$ cat config.mk
export PLATFORM = sky130hd
export DESIGN_NAME = div_result_buffer_flat
export DESIGN_NICKNAME = d
export VERILOG_FILES = /design/src/rtl/alu_pkg.sv /design/src/rtl/div_result_buffer_if.sv /design/src/rtl/div_result_buffer_sync_fifo.sv /design/src/rtl/div_result_buffer.sv /design/src/flat_wrapper.sv
export SDC_FILE = /design/constraint.sdc
export NUM_CORES = 1
export LEC_CHECK = 0
export CAP_MARGIN = 20
export CORE_AREA = 4 4 76 113
export DETAILED_ROUTE_END_ITERATION = 8
export DIE_AREA = 0 0 80 117
export PLACE_DENSITY_LB_ADDON = 0.15
export REMOVE_ABC_BUFFERS = 1
export SLEW_MARGIN = 20
export SYNTH_ARGS = -nofsm -noshare
export SYNTH_HDL_FRONTEND = slang
export SYNTH_SLANG_ARGS = --single-unit
$ cat constraint.sdc
create_clock -name clk -period 2.7 [get_ports clk]
set_input_delay 0.27 -clock clk [delete_from_list [all_inputs] [get_ports clk]]
set_output_delay 0.27 -clock clk [all_outputs]
set_load 0.01 [all_outputs]
$ cat src/rtl/alu_pkg.sv
// Shared arithmetic-unit types: divider result payload and its width.
package alu_pkg;

  localparam int unsigned DATA_W = 8;

  typedef struct packed {
    logic              dz;
    logic              zq;
    logic [DATA_W-1:0] quotient;
    logic [DATA_W-1:0] remainder;
  } div_result_t;

  localparam int unsigned DIV_RESULT_W = $bits(div_result_t);

endpackage

$ cat src/rtl/div_result_buffer_if.sv
// Handshake, status and control signals of the divider result buffer.
interface div_result_buffer_if #(
  parameter int unsigned DEPTH = 4,
  parameter int unsigned CNT_W = 8
);
  import alu_pkg::*;

  localparam int unsigned LVL_W = $clog2(DEPTH) + 1;

  logic              in_valid;
  logic              in_ready;
  logic [DATA_W-1:0] in_quotient;
  logic [DATA_W-1:0] in_remainder;
  logic [DATA_W-1:0] in_divisor;
  logic              out_valid;
  logic              out_ready;
  logic [DATA_W-1:0] out_quotient;
  logic [DATA_W-1:0] out_remainder;
  logic              out_dz;
  logic              out_zq;
  logic              flush;
  logic [LVL_W-1:0]  level;
  logic [CNT_W-1:0]  dz_count;
  logic              dz_count_clr;

  modport slave (
    input  in_valid, in_quotient, in_remainder, in_divisor, out_ready, flush, dz_count_clr,
    output in_ready, out_valid, out_quotient, out_remainder, out_dz, out_zq, level, dz_count
  );

  modport master (
    output in_valid, in_quotient, in_remainder, in_divisor, out_ready, flush, dz_count_clr,
    input  in_ready, out_valid, out_quotient, out_remainder, out_dz, out_zq, level, dz_count
  );

endinterface

$ cat src/rtl/div_result_buffer_sync_fifo.sv
// Single-clock FIFO with occupancy count and synchronous flush; read data is
// taken straight from storage at the read pointer.
module sync_fifo #(
  parameter int unsigned WIDTH = 8,
  parameter int unsigned DEPTH = 4
) (
  input  logic                     clk,
  input  logic                     rst,
  input  logic                     push,
  input  logic                     pop,
  input  logic                     flush,
  input  logic [WIDTH-1:0]         wdata,
  output logic [WIDTH-1:0]         rdata_c,
  output logic [$clog2(DEPTH):0]   level,
  output logic                     full_c,
  output logic                     empty_c
);

  localparam int unsigned PTR_W = $clog2(DEPTH);
  localparam int unsigned LVL_W = PTR_W + 1;

  logic [WIDTH-1:0] mem [DEPTH];
  logic [PTR_W-1:0] rd_ptr;
  logic [PTR_W-1:0] wr_ptr;
  logic             do_push;
  logic             do_pop;

  assign full_c  = (level == LVL_W'(DEPTH));
  assign empty_c = (level == '0);
  assign do_push = push && !full_c && !flush;
  assign do_pop  = pop && !empty_c && !flush;
  assign rdata_c = mem[rd_ptr];

  // Storage is intentionally left unreset.
  always_ff @(posedge clk) begin
    if (do_push) mem[wr_ptr] <= wdata;
  end

  always_ff @(posedge clk or posedge rst) begin
    if (rst) begin
      rd_ptr <= '0;
      wr_ptr <= '0;
      level  <= '0;
    end else if (flush) begin
      rd_ptr <= '0;
      wr_ptr <= '0;
      level  <= '0;
    end else begin
      if (do_push) wr_ptr <= wr_ptr + PTR_W'(1);
      if (do_pop)  rd_ptr <= rd_ptr + PTR_W'(1);
      if (do_push && !do_pop)      level <= level + LVL_W'(1);
      else if (do_pop && !do_push) level <= level - LVL_W'(1);
    end
  end

endmodule

$ cat src/rtl/div_result_buffer.sv
// Buffers tagged divider results for the writeback path and counts
// accepted divide-by-zero results.
module div_result_buffer
  import alu_pkg::*;
#(
  parameter int unsigned DEPTH = 4,
  parameter int unsigned CNT_W = 8
) (
  input  logic                clk,
  input  logic                rst,
  div_result_buffer_if.slave  bus
);

  localparam int unsigned     LVL_W   = $clog2(DEPTH) + 1;
  localparam logic [CNT_W-1:0] CNT_MAX = '1;

  div_result_t             wr_entry;
  div_result_t             head;
  logic [DIV_RESULT_W-1:0] rdata;
  logic [LVL_W-1:0]        lvl;
  logic                    full;
  logic                    empty;
  logic                    push;
  logic                    pop;
  logic [CNT_W-1:0]        dz_cnt;

  always_comb begin
    wr_entry.dz        = (bus.in_divisor == '0);
    wr_entry.zq        = (bus.in_quotient == '0);
    wr_entry.quotient  = bus.in_quotient;
    wr_entry.remainder = bus.in_remainder;
  end

  assign bus.in_ready = !full && !bus.flush && !rst;
  assign push         = bus.in_valid && bus.in_ready;
  assign pop          = !empty && bus.out_ready;

  sync_fifo #(
    .WIDTH (DIV_RESULT_W),
    .DEPTH (DEPTH)
  ) u_fifo (
    .clk     (clk),
    .rst     (rst),
    .push    (push),
    .pop     (pop),
    .flush   (bus.flush),
    .wdata   (wr_entry),
    .rdata_c (rdata),
    .level   (lvl),
    .full_c  (full),
    .empty_c (empty)
  );

  // Stale storage must never leak out while the buffer is empty.
  assign head              = empty ? '0 : div_result_t'(rdata);
  assign bus.out_valid     = !empty;
  assign bus.out_quotient  = head.quotient;
  assign bus.out_remainder = head.remainder;
  assign bus.out_dz        = head.dz;
  assign bus.out_zq        = head.zq;
  assign bus.level         = lvl;
  assign bus.dz_count      = dz_cnt;

  // Clear takes priority over a same-cycle increment.
  always_ff @(posedge clk or posedge rst) begin
    if (rst) begin
      dz_cnt <= '0;
    end else if (bus.dz_count_clr) begin
      dz_cnt <= '0;
    end else if (push && wr_entry.dz && (dz_cnt != CNT_MAX)) begin
      dz_cnt <= dz_cnt + CNT_W'(1);
    end
  end

endmodule

$ cat src/flat_wrapper.sv
// flat-port wrapper written by rule: the top's interface ports become plain ports
module div_result_buffer_flat import alu_pkg::*;
#(
  parameter int unsigned DEPTH = 4,
  parameter int unsigned CNT_W = 8
)
  (clk, rst, bus_in_valid, bus_in_quotient, bus_in_remainder, bus_in_divisor, bus_out_ready, bus_flush, bus_dz_count_clr, bus_in_ready, bus_out_valid, bus_out_quotient, bus_out_remainder, bus_out_dz, bus_out_zq, bus_level, bus_dz_count);
  div_result_buffer_if #(.DEPTH(DEPTH), .CNT_W(CNT_W)) bus_i ();
  input  logic clk;
  input  logic rst;
  input wire logic [$bits(bus_i.in_valid)-1:0] bus_in_valid;
  input wire logic [$bits(bus_i.in_quotient)-1:0] bus_in_quotient;
  input wire logic [$bits(bus_i.in_remainder)-1:0] bus_in_remainder;
  input wire logic [$bits(bus_i.in_divisor)-1:0] bus_in_divisor;
  input wire logic [$bits(bus_i.out_ready)-1:0] bus_out_ready;
  input wire logic [$bits(bus_i.flush)-1:0] bus_flush;
  input wire logic [$bits(bus_i.dz_count_clr)-1:0] bus_dz_count_clr;
  output wire logic [$bits(bus_i.in_ready)-1:0] bus_in_ready;
  output wire logic [$bits(bus_i.out_valid)-1:0] bus_out_valid;
  output wire logic [$bits(bus_i.out_quotient)-1:0] bus_out_quotient;
  output wire logic [$bits(bus_i.out_remainder)-1:0] bus_out_remainder;
  output wire logic [$bits(bus_i.out_dz)-1:0] bus_out_dz;
  output wire logic [$bits(bus_i.out_zq)-1:0] bus_out_zq;
  output wire logic [$bits(bus_i.level)-1:0] bus_level;
  output wire logic [$bits(bus_i.dz_count)-1:0] bus_dz_count;
  assign bus_i.in_valid = bus_in_valid;
  assign bus_i.in_quotient = bus_in_quotient;
  assign bus_i.in_remainder = bus_in_remainder;
  assign bus_i.in_divisor = bus_in_divisor;
  assign bus_i.out_ready = bus_out_ready;
  assign bus_i.flush = bus_flush;
  assign bus_i.dz_count_clr = bus_dz_count_clr;
  assign bus_in_ready = bus_i.in_ready;
  assign bus_out_valid = bus_i.out_valid;
  assign bus_out_quotient = bus_i.out_quotient;
  assign bus_out_remainder = bus_i.out_remainder;
  assign bus_out_dz = bus_i.out_dz;
  assign bus_out_zq = bus_i.out_zq;
  assign bus_level = bus_i.level;
  assign bus_dz_count = bus_i.dz_count;
  div_result_buffer #(.DEPTH(DEPTH), .CNT_W(CNT_W)) u_core (.clk(clk), .rst(rst), .bus(bus_i));
endmodule
==> impl_results.md, run 1 <==
- Status: complete, no violations
- Maximum clock rate: 0.406 GHz
- Die area: 9360 µm²
- Largest net degree at the start of global routing: 19
- Fin nets: 325
- Inst Count DP: 380
- Top cell type's share of synthesized area: 57.7%
- Final ANT Viol Nets: 0
- Post-synthesis cell count: 222
- Die Wd: 80 µm
- Main synth FF type: edfxtp_1
- Non-filler cells, final: 395
- P_leak: 1.64 nW
- Cell taking the most area after synthesis: edfxtp_1
- Initial antenna violation count: 0
- Synthesis-to-layout area growth: 26.3%
- Post-Place Worst Slack: 323 ps
- DP HPWL: 4650 µm
- Global-route wire length before repair: 11400 µm
- WP data required: 2430 ps
- Antenna cell count: 0
- Sequential share of the synthesized area: 67.7%
- CP max stage cell: mux4_2
- Worst vdd ir: 0.000434 V
- Worst setup SP type: flip-flop
- Hold crit path type: primary input to asynchronous set/reset pin
- MaxCap Viol Count: 0
- Mean Syn Cell Area: 16.9 µm²
- Setup violators final: 0
- Slew Viols, Final: 0
- Worst-case clock buffer depth: 2
- H-tree levels: 3
- Register bit total from synthesis: 87
- Top cells by count, synth: edfxtp_1 (72), and2_1 (19), mux4_2 (18)
- CTS buffer count: 9
- RSZ-0062 raised after global routing: no
- I/O pin total: 61
- Fin Clk Skew: 4.37 ps
- Gpl congestion: 0.742
- Fin crit share: 91.1%
- Min Tclk post-route: 2460 ps
- Final count of hold timing violations: 0
- Endpoint class of the critical path: output port
- Clk sinks: 87
- Synth unique cells: 40
- Tightest Pin Transition: 623 ps
- CTS resizes: 0
- Critical-path cell list: buf_12 -> mux4_2 -> and2_1 -> clkdlybuf4s50_1
- Root Buffer: clkbuf_16
- Global-route usage over all layers: 16.5%
- Kind of critical path: flip-flop to output port
- Relative slew slack: 58.4%
- CTS tree: yes
- Crit-path max FO: 17
- Vias after detailed routing: 2106
- Via density: 5.33
- Mapped Area: 3750 µm²
- # Post-CTS Setup Buffers: 0
- EDFF count, synth: 72
- Power Density: 839 nW/µm²
- CP peak stage delay: 500 ps
- Skew-Pair Late Insertion Delay: 330 ps
- Clock transition at path regs: 60 ps
- Synth top area cells: edfxtp_1 (58%), mux4_2 (11%), dfrtp_1 (10%), and2_1 (3.2%), ha_1 (1.7%)
- CP arrival: 2190 ps
- Drt first-iter violations: 155
- Die Ht: 117 µm
- Post-CTS Hold Buffers: 0
- Avg WL per Cell: 17.4 µm
- Setup ws final: 240 ps
- Grt total ovfl: 0
- Row count: 39
- Final WL: 6870 µm
- Drt first pass iters: 4
- Layout cells sized above 1: 16.0%
- Post-layout util: 62.2%
- Synth Warn #: 0
- Initial core utilization: 49.2%
- Vias in the first global route: 2225
- Residual DRC: 0
- Setup TNS: 0 ps
- Ys async rst share: 17.2%
- Count leader, synth: edfxtp_1
- Port buffer count: 60
- Hold slack final: 436 ps
- Core box area: 7610 µm²
-- where the power goes --
group	internal (mW)	leakage (nW)	switching (mW)	total [mW]
Clock	0.610	0.125	0.457	1.07
Combinational	0.783	0.655	0.563	1.35
Sequential	1.51	0.860	0.0479	1.56
Total	2.91	1.64	1.07	3.98
-- logic make-up (layout without fill, tap and decap cells) --
logic type / after synthesis / after routing / share of synthesized area, %
AOI/OAI and AO/OA: 19 / 19 / 3.04
buffers and inverters: 19 / 90 / 2.50
DFF: 87 / 87 / 67.7
and+or+nand+nor: 66 / 66 / 11.9
xor gates and xnor gates: 3 / 3 / 0.701
adders and majority gates: 6 / 6 / 2.20
muxes: 22 / 22 / 12.0
-- sequential cells by signal, indices dropped and copies added, names as in the netlist --
register              flops
u_core.u_fifo.mem        72
u_core.bus.dz_count       8
u_core.u_fifo.rd_ptr      2
u_core.u_fifo.wr_ptr      2
u_core.u_fifo.level       3
-- layout make-up --
| cell class | count | area (µm²) |
|---|---|---|
| clock inverters | 5 | 25.0 |
| fillers | 589 | 2880 |
| clock buffers | 10 | 229 |
| repair buffers | 68 | 673 |
| inverters | 7 | 26.3 |
| multi-input cells | 116 | 1120 |
| well taps | 102 | 128 |
| flip-flops and latches | 87 | 2540 |
-- through the flow --
| step | power, mW | area [µm²] |
|---|---|---|
| floorplan | 2.28 | 3680 |
| global placement | 2.96 | 4480 |
| detailed placement | 2.97 | 4480 |
| CTS | 4.05 | 4740 |
| global route | 4.21 | 4740 |
| finish | 3.98 | 4740 |
-- path summary, 6_finish.rpt --
kind	slack (ps)	endpoint	cells after the start	start
max	240	bus_out_quotient[4]	4	u_core.u_fifo.rd_ptr[0]
min	440	u_core.u_fifo.level[2]	2	rst
max reg2reg	330	u_core.u_fifo.level[2]	7	u_core.u_fifo.level[1]
min reg2reg	560	u_core.bus.dz_count[5]	2	u_core.bus.dz_count[5]
max in group asynchronous	1860	u_core.bus.dz_count[3]	2	rst
min in group clk	560	u_core.bus.dz_count[5]	2	u_core.bus.dz_count[5]
-- layer usage --
| metal | global-route usage, % | wire length (µm) |
|---|---|---|
| met1 | 20.2 | 2770 |
| met2 | 28.3 | 3690 |
| met3 | 3.68 | 306 |
| met4 | 6.43 | 102 |
| met5 | 0 | 0 |
-- critical path: cells and delay by family, from the launching register on --
kind | cells | cell delay [ps]
DFF | 1 | 470
muxes | 1 | 500
buffers and inverters | 2 | 710
and+or+nand+nor | 1 | 180
-- layout by cell type, fill, tap and decap left out, drive strengths merged, types with 2 or more instances in the layout --
| cell type | netlist | final |
|---|---|---|
| nor2 | 8 | 8 |
| or3 | 3 | 3 |
| clkinv | 0 | 4 |
| o41ai | 2 | 2 |
| and3 | 5 | 5 |
| nand3 | 4 | 4 |
| mux4 | 18 | 18 |
| inv | 7 | 8 |
| and4 | 3 | 3 |
| or4 | 7 | 7 |
| o31ai | 4 | 4 |
| ha | 5 | 5 |
| a21oi | 9 | 9 |
| clkdlybuf4s50 | 0 | 60 |
| nor3b | 3 | 3 |
| clkbuf | 6 | 10 |
| nand2 | 6 | 6 |
| buf | 5 | 8 |
| nand4b | 2 | 2 |
| dfrtp | 15 | 15 |
| edfxtp | 72 | 72 |
| xor2 | 2 | 2 |
| and2 | 19 | 19 |
| nor2b | 2 | 2 |
| o21ai | 3 | 3 |
| mux2 | 3 | 3 |
Note: power is estimated with default switching activity, not from simulation.
==> inputs of run 2 (changes only) <==
--- a/config.mk
+++ b/config.mk
@@ -9,7 +9,8 @@
 export CORE_AREA = 4 4 76 113
 export DETAILED_ROUTE_END_ITERATION = 8
 export DIE_AREA = 0 0 80 117
-export PLACE_DENSITY_LB_ADDON = 0.15
+export GPL_ROUTABILITY_DRIVEN = 1
+export PLACE_DENSITY = 0.74
 export REMOVE_ABC_BUFFERS = 1
 export SLEW_MARGIN = 20
 export SYNTH_ARGS = -nofsm -noshare
==> impl_results.md, run 2 (synthesized netlist as in run 1, its figures left out) <==
- Gpl congestion: 0.812 (+9.4%)
- Relative slew slack: 51.0% (-7.5 points)
- Via density: 5.32 (-0.22%)
- Post-CTS Hold Buffers: 0 (unchanged)
- Fin Clk Skew: 4.22 ps (-0.145 ps)
- Core box area: 7610 µm² (unchanged)
- I/O pin total: 61 (unchanged)
- Hold crit path type: primary input to asynchronous set/reset pin
- Inst Count DP: 381 (+0.26%)
- Die area: 9360 µm² (unchanged)
- Maximum clock rate: 0.402 GHz (-1.1%)
- Worst setup SP type: flip-flop
- Row count: 39 (unchanged)
- DP HPWL: 4700 µm (+1.1%)
- H-tree levels: 3 (unchanged)
- Grt total ovfl: 0 (unchanged)
- Synthesis-to-layout area growth: 26.7%
- Tightest Pin Transition: 736 ps (+113 ps)
- Drt first-iter violations: 89 (-43%)
- Skew-Pair Late Insertion Delay: 330 ps (about the same)
- Endpoint class of the critical path: output port
- Status: complete, no violations
- Post-Place Worst Slack: 264 ps (-58.7 ps)
- Setup violators final: 0 (unchanged)
- # Post-CTS Setup Buffers: 0 (unchanged)
- CTS buffer count: 9 (unchanged)
- Layout cells sized above 1: 16.3% (+0.23 points)
- Final WL: 6900 µm (+0.42%)
- CTS tree: yes
- Residual DRC: 0 (unchanged)
- Top reg by flops: u_core.u_fifo.mem
- CP arrival: 2220 ps (+30 ps)
- Worst R2R Path Depth: 7 (unchanged)
- Non-filler cells, final: 397 (+0.51%)
- Drt first pass iters: 4 (unchanged)
- Final count of hold timing violations: 0 (unchanged)
- Die Ht: 117 µm (unchanged)
- Vias after detailed routing: 2112 (+0.28%)
- Worst vdd ir: 0.000640 V (+47%)
- Setup TNS: 0 ps (unchanged)
- Min Tclk post-route: 2490 ps (+27.4 ps)
- Global-route usage over all layers: 16.9% (+0.47 points)
- Port buffer count: 60 (unchanged)
- Global-route wire length before repair: 11600 µm (+1.9%)
- Antenna cell count: 0 (unchanged)
- Clock transition at path regs: 60 ps (about the same)
- FF-to-FF End: u_core.u_fifo.level[2]
- Number of flip-flops under the largest register name: 72 (unchanged)
- R2R Path Start: u_core.u_fifo.level[1]
- Flop2flop setup slack: 280 ps (-50 ps)
- Setup ws final: 212 ps (-27.4 ps)
- Fin nets: 326 (+0.31%)
- Fin crit share: 92.1% (+1.0 points)
- WP data required: 2430 ps (about the same)
- Largest net degree at the start of global routing: 25 (+6)
- CTS resizes: 0 (unchanged)
- Root Buffer: clkbuf_16
- Critical Path Start: u_core.u_fifo.rd_ptr[0]
- Power Density: 836 nW/µm² (-0.41%)
- Kind of critical path: flip-flop to output port
- Clk sinks: 87 (unchanged)
- P_leak: 1.64 nW (about the same)
- Initial core utilization: 49.2% (unchanged)
- Most common library cell in the layout ignoring fill and taps: edfxtp_1
- Initial antenna violation count: 0 (unchanged)
- Final ANT Viol Nets: 0 (unchanged)
- Avg WL per Cell: 17.4 µm (about the same)
- MaxCap Viol Count: 0 (unchanged)
- Worst-case clock buffer depth: 2 (unchanged)
- Commonest cells after routing, fill and taps aside: edfxtp_1 (72), clkdlybuf4s50_1 (60), and2_1 (19)
- RSZ-0062 raised after global routing: no
- Slew Viols, Final: 0 (unchanged)
- Vias in the first global route: 2309 (+3.8%)
- Worst Setup EP: bus_out_zq
- Post-layout total power: 3.97 mW (-0.15%)
- Die Wd: 80 µm (unchanged)
- Crit-path max FO: 17 (unchanged)
## run 2: cell types whose count changed in the layout (fill, tap and decap cells not counted)
cell        previous run  this run
clkbuf_1               1         3
clkinv_2               1         0
buf_4                  7         8
clkinvlp_4             0         2
clkinv_1               3         2
inv_6                  1         0
## run 2: metal layers
layer / track usage (%) / routed length [µm] / vias to the layer above
met5: 0 / 0 / -
met4: 9.13 / 176 / 0
met3: 2.99 / 334 / 14
met2: 29.8 / 3700 / 57
met1: 19.4 / 2690 / 1039
li1: - / - / 1002
## run 2: area by class of cell
cell class / instances / area (µm²)
Clock buffer: 12 / 236
Clock inverter: 4 / 22.5
Fill cell: 588 / 2860
Inverter: 7 / 26.3
Multi-Input combinational cell: 116 / 1120
Sequential cell: 87 / 2540
Tap cell: 102 / 128
Timing Repair Buffer: 69 / 681
## run 2: through the flow
step / cell area [µm²] / utilization, % / hold WS (ps)
2_1_floorplan: 3680 / - / 171
3_3_place_gp: 4490 / 59.0 / 557
3_5_place_dp: 4490 / 59.0 / 570
4_1_cts: 4750 / 62.4 / 450
5_1_grt: 4750 / 62.4 / 497
6_report: 4750 / 62.4 / 432
## run 2: worst min-delay path by stage
stage                              end  slack (ps)  cells after the start
6_report       u_core.u_fifo.rd_ptr[0]         430                      2
3_3_place_gp    u_core.bus.dz_count[5]         560                      2
5_1_grt         u_core.bus.dz_count[3]         500                      2
4_1_cts        u_core.u_fifo.rd_ptr[0]         450                      2
3_5_place_dp   u_core.u_fifo.wr_ptr[0]         570                      1
2_1_floorplan   u_core.bus.dz_count[0]         170                      1
## run 2: where the power goes
group	leakage, nW	internal [mW]	switching, mW
Clock	0.118	0.617	0.457
Combinational	0.661	0.766	0.570
Sequential	0.860	1.51	0.0451
Total	1.64	2.90	1.07
## run 2: worst max-delay path, cell delays in order (launching register included)
cell,delay (ps)
dfrtp_1,470
buf_12,230
mux4_2,510
and2_1,190
clkdlybuf4s50_1,480
